--- src/rtl/reg_file_sb.sv ---
// Register file with write-back scoreboard.
// Zero-latency reads with write-back bypass, and RAW/WAW stall on busy registers.
module reg_file_sb #(
   parameter int DATA_W  = 8,
   parameter bit ZERO_R0 = 1'b0
) (
   input  logic              clk,
   input  logic              rst_n,
   input  logic [1:0]        R1,
   input  logic [1:0]        R2,
   input  logic [1:0]        RW,
   input  logic              rd_en1,
   input  logic              rd_en2,
   input  logic              issue_valid,
   input  logic              issue_wr,
   output logic              issue_ready,
   output logic [DATA_W-1:0] rdata1,
   output logic [DATA_W-1:0] rdata2,
   input  logic              wb_valid,
   input  logic [1:0]        wb_addr,
   input  logic [DATA_W-1:0] wb_data,
   output logic [3:0]        busy,
   output logic              wb_err
);

   logic [DATA_W-1:0] regs [4];
   logic [3:0]        clr;
   logic [3:0]        set;
   logic [3:0]        busy_n;
   logic              raw1;
   logic              raw2;
   logic              waw;
   logic              accept;
   logic              zero_wb;
   logic              err_n;

   assign clr = wb_valid ? (4'b0001 << wb_addr) : 4'b0000;

   assign raw1 = rd_en1 & busy[R1] & ~clr[R1];
   assign raw2 = rd_en2 & busy[R2] & ~clr[R2];
   assign waw  = issue_wr & busy[RW] & ~clr[RW];

   assign issue_ready = ~(raw1 | raw2 | waw);
   assign accept      = issue_valid & issue_ready;

   assign zero_wb = ZERO_R0 && (wb_addr == 2'd0);

   always_comb begin
      set = 4'b0000;
      if (accept && issue_wr)
         set = 4'b0001 << RW;
      if (ZERO_R0)
         set[0] = 1'b0;
   end

   // A reservation landing on the same edge as its clear survives.
   assign busy_n = (busy & ~clr) | set;

   assign err_n = wb_valid & ~busy[wb_addr] & ~zero_wb & ~set[wb_addr];

   always_comb begin
      rdata1 = regs[R1];
      if (wb_valid && (wb_addr == R1))
         rdata1 = wb_data;
      if (ZERO_R0 && (R1 == 2'd0))
         rdata1 = '0;
   end

   always_comb begin
      rdata2 = regs[R2];
      if (wb_valid && (wb_addr == R2))
         rdata2 = wb_data;
      if (ZERO_R0 && (R2 == 2'd0))
         rdata2 = '0;
   end

   always_ff @(posedge clk or negedge rst_n) begin
      if (!rst_n) begin
         busy   <= 4'b0000;
         wb_err <= 1'b0;
      end else begin
         busy   <= busy_n;
         wb_err <= err_n;
      end
   end

   always_ff @(posedge clk or negedge rst_n) begin
      if (!rst_n) begin
         for (int i = 0; i < 4; i++)
            regs[i] <= '0;
      end else if (wb_valid && !zero_wb) begin
         regs[wb_addr] <= wb_data;
      end
   end

endmodule
--- config.mk ---
export PLATFORM = sky130hd
export DESIGN_NAME = reg_file_sb
export DESIGN_NICKNAME = d
export VERILOG_FILES = /design/src/rtl/reg_file_sb.sv
export SDC_FILE = /design/constraint.sdc
export NUM_CORES = 1
export LEC_CHECK = 0
export CORE_MARGIN = 3
export CORE_UTILIZATION = 41
export CTS_CLUSTER_SIZE = 30
export DETAILED_ROUTE_END_ITERATION = 6
export PLACE_DENSITY_LB_ADDON = 0.3
export SYNTH_ARGS = -nofsm -noshare
export SYNTH_HDL_FRONTEND = slang
export SYNTH_SLANG_ARGS = --single-unit
export TNS_END_PERCENT = 100
--- constraint.sdc ---
create_clock -name clk -period 2.1 [get_ports clk]
set_clock_uncertainty 0.2 [all_clocks]
set_input_delay 0.42 -clock clk [delete_from_list [all_inputs] [get_ports clk]]
set_output_delay 0.42 -clock clk [all_outputs]
set_load 0.1 [all_outputs]
Yosys cells after proc, flatten, opt, wreduce, memory -nomap -nowiden
Index checks and enable logic that the tools add are counted.
{ "word_totals": {"regBits": 37, "inputBits": 23} }
{ "op_classes": {"magnitude_cmp": 8, "n_eq_ne": 2, "n_shift": 2, "mux": 29, "bitwise_logic": 23, "reduce_logical": 4} }
{ "ops": {"columns": ["cell", "count"], "rows": [
  ["8-bit two-way mux", 7],
  ["8-bit binary-select mux with 2-bit select", 2],
  ["32-bit bitwise mux", 1],
  ["1-bit binary-select mux with 2-bit select", 8],
  ["8-bit demux with 2-bit select", 1],
  ["2-bit by 3-bit < comparator with 1-bit output (second input constant)", 4],
  ["1-bit AND", 9],
  ["3-bit >= comparator (second input constant)", 3],
  ["2-bit inverter with 3-bit output", 3],
  ["1-bit two-way mux", 8],
  ["4-bit two-way mux", 2],
  ["1-bit by 2-bit << shifter with 4-bit output (first input constant)", 2],
  ["1-bit inverter", 6],
  ["4-bit AND", 1],
  ["2-bit equality test", 2],
  ["1-bit logical AND", 4],
  ["4-bit inverter", 1],
  ["4-bit bitwise OR", 1],
  ["3-bit by 1-bit < comparator with 1-bit output (second input constant)", 1],
  ["1-bit bitwise OR", 2]
]} }

Depth between registers and ports, before layout
Gate-level depths: netlist of the first run.
{ "logic_depth": {"ltp_word": 16, "mapped_depth": 6, "mapped_depth_nobuf": 4} }

Worst setup path after synthesis of the first run
Ideal clock, no wire load.
{ "synth_path": {"path_kind": "reg-to-output", "start": "register busy[2]", "end": "output issue_ready", "arrival_time_ps": 3127, "required_ps": 1480, "slack_ps": -1647, "stages_incl_launch_ff": 4, "path_buffers": 0, "cell_sequence": "dfrtp_1 -> mux4_2 -> a32o_2 -> a21oi_1"} }
{ "synth_via": {"elab_chain_cells": 7} }
{ "synth_rtl": {"columns": ["element", "line", "rtl"], "rows": [
  ["start: declaration", "22", "output logic [3:0] busy,"],
  ["start signal: assignment", "82", "busy <= busy_n;"],
  ["1-bit binary-select mux with 2-bit select, on equally long branches", "39, 40", null],
  ["1-bit two-way mux, on equally long branches", "39, 40", null],
  ["1-bit AND, on equally long branches (2 in series)", "39, 40", null],
  ["1-bit bitwise OR", "43", "assign issue_ready = ~(raw1 | raw2 | waw);"],
  ["1-bit bitwise OR *", "43", null],
  ["1-bit inverter *", "43", null],
  ["end: declaration", "16", "output logic issue_ready,"]
]} }
Mark *: on every way between the ends. The rest lies on a longest branch, timed or not. The select of a mux whose other input is x is not followed.

Worst setup path in the final report of the first run
Ends and elaborated chain as after synthesis.

==> results of run 1 <==
[power by group through the flow]
stage                     clock, mW  sequential, mW  combinational [mW]
after global routing          0.545           0.995                2.24
after global placement            0           0.971                2.03
after CTS                     0.507           0.976                2.14
after floorplan                   0            1.12                1.17
after detailed placement          0           0.992                2.07
final                         0.498           0.979                2.17
[cell families after synthesis]
| family | synth area share |
|---|---|
| XOR/XNOR | 0.02323 |
| buffers and inverters | 0.03097 |
| flip-flops | 0.4093 |
| AO/OA/AOI/OAI | 0.04149 |
| multiplexers | 0.4513 |
| AND/OR/NAND/NOR | 0.04370 |
[synthesized netlist by cell type, types with 2 or more instances]
library cell / n / area (sq um)
o41ai_1: 3 / 26.28
buf_2: 5 / 25.02
mux2_2: 48 / 540.5
mux4_1: 8 / 210.2
xnor2_1: 6 / 52.55
mux4_2: 12 / 270.3
nand3_1: 3 / 15.01
inv_1: 5 / 18.77
nand3b_1: 2 / 15.01
nand2_1: 7 / 26.28
dfrtp_1: 37 / 925.9
clkbuf_1: 2 / 7.510
[metal layers]
| metal | wire (um) | vias to the layer above | global-route usage |
|---|---|---|---|
| met3 | 261 | 10 | 0.04148 |
| met1 | 2630 | 910 | 0.2750 |
| met5 | 0 | - | 0 |
| met4 | 99 | 0 | 0.05912 |
| met2 | 3207 | 49 | 0.3460 |
| li1 | - | 781 | - |
[through the flow]
stage | power [mW] | TNS [ns] | hold slack, ns
finish | 3.650 | -2.650 | 0.2920
CTS | 3.622 | -2.726 | 0.2982
detailed placement | 3.058 | -19.13 | 0.3183
global placement | 3.005 | -17.94 | 0.2973
global route | 3.785 | -3.370 | 0.3064
floorplan | 2.289 | -0.4899 | -0.07559
[worst paths after layout]
path                       startpoint           to  slack [ns]  cells past startpoint
hold reg to reg              regs[13]     regs[13]        0.33                      1
setup / recovery              busy[2]  issue_ready       -0.40                      4
hold / removal                  rst_n      busy[1]        0.29                      2
max in group asynchronous       rst_n      busy[0]        1.20                      2
min in group clk             regs[13]     regs[13]        0.33                      1
setup reg to reg              busy[2]       wb_err       -0.02                      4
[state kept, by name, indices dropped and copies added, names as in the netlist]
name	flops
regs	32
wb_err	1
busy	4
[worst max-delay path, stage by stage (launching register included)]
cell and delay (ns):
dfrtp_4 0.50, mux4_2 0.46, a32o_2 0.29, a21oi_4 0.15, buf_12 0.19
[final cells by class]
cell class	instances	share of cell area
Clock buffer	5	0.01906
Clock inverter	3	0.004853
Inverter	5	0.005199
Multi-Input combinational cell	102	0.3955
Sequential cell	37	0.2600
Tap cell	70	0.02426
Timing Repair Buffer	91	0.2912
[placed cells by master, fill, tap and decap left out]
cell	count
nor3b_2	1
inv_1	5
clkbuf_8	5
or3_1	1
a32o_2	1
xnor2_1	2
o2111ai_1	1
o21a_1	1
clkinvlp_4	1
buf_6	7
o311a_2	1
a21oi_4	1
mux4_2	20
dfrtp_4	3
nand2_1	7
nor3b_1	1
o41ai_2	1
clkinv_2	2
a31oi_1	1
buf_4	39
xnor2_2	2
dfrtp_1	33
buf_12	25
xnor2_4	2
o41ai_4	2
clkdlybuf4s50_1	14
dlygate4sd2_1	1
clkdlybuf4s15_1	1
nand3b_1	2
mux2_4	16
o32ai_1	1
buf_2	4
mux2_2	32
and2_4	1
nand3_1	2
nand3_4	2
dfrtp_2	1
a221oi_1	1
[repair_timing]
| item | 4_1_cts | 5_1_grt |
|---|---|---|
| endpoints found under the setup margin | 22 | 21 |
| pin swaps | 5 | 1 |
| resized for setup | 54 | 3 |
| buffers inserted | 6 | 3 |
| hold endpoints to repair | 0 | 0 |
==> run metrics, run 1 <==
DRT Pass-1 Iters 4; CTS Sinks 37; Final Setup Violations 18; I/O pin count 45; IO Port Bufs 44; PwrDens 1011 nW/um^2; max-cap violations 0; clock-pin slew on the worst setup and hold paths 0.08 ns; Die Wd 80.28 um; Post-synth top flop dfrtp_1; Hold Fails Final Rpt 0; Worst Tran Pin Value 0.3201 ns; final slew viol count 0; RSZ-0062 raised after global routing yes; Die H 80.28 um; sequential fraction of the synthesis area 0.4093; largest net degree at the start of global routing 38; WL/cell 19.81 um; final net count 265; worst min path class input pin to asynchronous set/reset pin; Placer Congestion 0.8420; Synth warnings 0; sequential power share 0.268; violated checks negative setup slack; Setup WS post-layout -0.4009 ns; Rel. slew slack 0.7866; Sw Share 0.4331; vias in the first global route 1899; synthesis-to-finish area growth 59.57%; Synth Instances 153; FP Rows 26; # DRC 0; Util after Layout 0.6892; fraction of registers with async set/reset 1.000; max frequency 399.9 MHz; syn avg cell area 14.79 sq um; LEAKAGE 1.581 nW; Worst VDD drop 762.3 uV; power share of the combinational group 0.595; CP startpoint kind register; Final min period 2.501 ns; Initial Util 0.4319; grt total ovfl 0; Syn Nets 176; CTS tree built; CTS max path bufs 2; Synth cell types 27; Finished Cell Area 3610 sq um; post-synthesis instance area 2262 sq um; antenna cell count 0; core area 5238 sq um; Critical Path End Type primary output; CP max FO 5; Post-CTS Hold Buffers 0; clock root buffer clkbuf_8; DR vias/cell 5.591; Reg area 938.4 sq um; Pint 2.069 mW; Iter 0 DRT Violations 82; hpwl dp 4610 um; clk_lat worst skew 0.30 ns; Crit path required time 1.48 ns; dpl cell area 3396 sq um; Total Routing Usage GR 0.2078; die area 6445 sq um; Multi-input gate area 1428 sq um; Final ANT Viol Nets 0; initial antenna violation count 0; worst path arrival time 1.88 ns; FILL cells 354; EDFF count, synth 0; outcome complete, but fails checks; Placement Setup Slack -0.7525 ns; post-route insts no fill 313; CTS buffer count 5; #FFs+latches synth 37; # H-tree levels 2; WS Path Type register to primary output; Psw 1.581 mW; final wirelength 6199 um; first-pass GRT wire length 10030 um; part of the cycle the worst path needs 1.191; fraction of layout cells with a size suffix above 1 0.6955; clock share of power 0.137; detailed-route via count 1750; placed cells 296
(Power assumes the default switching activity.)
==> run 2, diff against run 1 <==
Settings changed: CORE_UTILIZATION 41 to 45.
==> run 2 against run 1 <==
  * The run still ends with negative setup slack left
  * Die area is 8.2% lower
  * Utilization rose by 4.6 points
  * Hold slack worse by 0.092 ns
  * Fmax fell by 1.5%
  * First-iteration DRC count down 9.8%
==> run metrics, run 2 (synthesis results as in run 1) <==
worst path arrival time 1.92 ns; LEAKAGE 1.540 nW; Die Wd 76.90 um; antenna cell count 0; Crit path required time 1.48 ns; WL/cell 20.58 um; Rel. slew slack 0.7621; CTS tree built; CTS max path bufs 2; Psw 1.557 mW; Initial Util 0.4727; Die H 76.90 um; hpwl dp 4805 um; RR Startpoint busy[3]; grt met3 use 0.05399; max frequency 394.0 MHz; Placer Congestion 0.8754; max FFs per register 32; busiest grt layer met2; FF-to-FF setup slack -0.06 ns; Reg with most FFs regs; worst reg2reg endpoint wb_err; vias in the first global route 1962; most frequent cells in the layout 34 x buf_4, 33 x dfrtp_1, 32 x mux2_2; Final ANT Viol Nets 0; violated checks negative setup slack; Final min period 2.538 ns; post-route insts no fill 305; I/O pin count 45; placed cells 293; die area 5914 sq um; beginning of the critical path busy[3]; CP max FO 6; Pint 2.031 mW; # H-tree levels 2; IO Port Bufs 44; final net count 260; sequential power share 0.279; WS Path Type register to primary output; power share of the combinational group 0.585; Worst Tran Pin Value 0.3558 ns; DRT Pass-1 Iters 4; Finished Cell Area 3520 sq um; clock share of power 0.136; final wirelength 6277 um; Critical Path End Type primary output; Iter 0 DRT Violations 74; max-cap violations 0; DR vias/cell 5.757; M1 GR Usage 0.2554; detailed-route via count 1756; Worst VDD drop 836.2 uV; CTS Sinks 37; Hold WS 0.2005 ns; Sw Share 0.4340; outcome complete, but fails checks; core area 4786 sq um; top flop regs regs: 32 flops, busy: 4 flops, wb_err: 1 flops; worst min path class input pin to asynchronous set/reset pin; fraction of layout cells with a size suffix above 1 0.6765; Post-CTS Hold Buffers 0; part of the cycle the worst path needs 1.209; Final TNS setup -2.645 ns; commonest non-fill, non-tap cell in the layout buf_4; Final Setup Violations 18; Hold Fails Final Rpt 0; first-pass GRT wire length 10200 um; Total Routing Usage GR 0.2271; largest net degree at the start of global routing 17; FP Rows 25; clock-pin slew on the worst setup and hold paths 0.07 ns; grt total ovfl 0; CTS buffer count 5; CP startpoint kind register; Setup WS post-layout -0.4384 ns; final slew viol count 0; Setup crit end issue_ready; PwrDens 1019 nW/um^2; clock root buffer clkbuf_8; met2 Use GR 0.4051; RSZ-0062 raised after global routing yes; dpl cell area 3367 sq um; # DRC 0; FILL cells 309; clk_lat worst skew 0.29 ns; initial antenna violation count 0; R2R depth 4; synthesis-to-finish area growth 55.59%
## run 2: repair_timing
item / 4_1_cts / 5_1_grt
endpoints found under the setup margin: 22 / 21
gates cloned: 0 / 0
buffers inserted: 3 / 1
resized for setup: 57 / 1
pin swaps: 7 / 2
## run 2: final cells by class
cell class	instances	area, sq um	area share
repair buffers	86	992.2	0.2819
flip-flops and latches	37	938.4	0.2666
clock inverters	1	7.507	0.002133
inverters	5	18.77	0.005332
clock buffers	7	76.32	0.02169
well taps	67	83.83	0.02382
multi-input cells	102	1403	0.3985
## run 2: how the worst min path moves through the flow
| stage | to | slack (ns) | depth (start not counted) |
|---|---|---|---|
| floorplan | busy[1] | -0.08 | 0 |
| global placement | regs[21] | 0.30 | 1 |
| detailed placement | regs[11] | 0.32 | 1 |
| CTS | busy[0] | 0.21 | 1 |
| global route | busy[0] | 0.20 | 1 |
| finish | busy[2] | 0.20 | 1 |
## run 2: per-stage QoR
stage               worst slack, ns  utilization  power [mW]
floorplan                   -0.4762            -       2.289
global placement            -0.6973       0.7035       3.010
detailed placement          -0.7117       0.7035       3.065
CTS                         -0.4463       0.7333       3.603
global route                -0.4829       0.7354       3.712
finish                      -0.4384       0.7354       3.588
## run 2: critical path: stages (launching register included)
cell and delay, ns:
dfrtp_4 0.52, mux4_2 0.49, a32o_2 0.29, a21oi_4 0.14, buf_12 0.19
## run 2: layer usage
metal	routed length [um]	up-vias
met2	3433	64
li1	-	768
met3	285	15
met1	2397	909
met4	161	0
met5	0	-
## run 2: power by group through the flow
stage,Sequential [mW],Clock [mW],Combinational (mW)
after floorplan,1.12,0,1.17
after global placement,0.983,0,2.03
after detailed placement,1.01,0,2.06
after CTS,0.996,0.501,2.11
after global routing,1.01,0.535,2.17
final,1.00,0.488,2.10
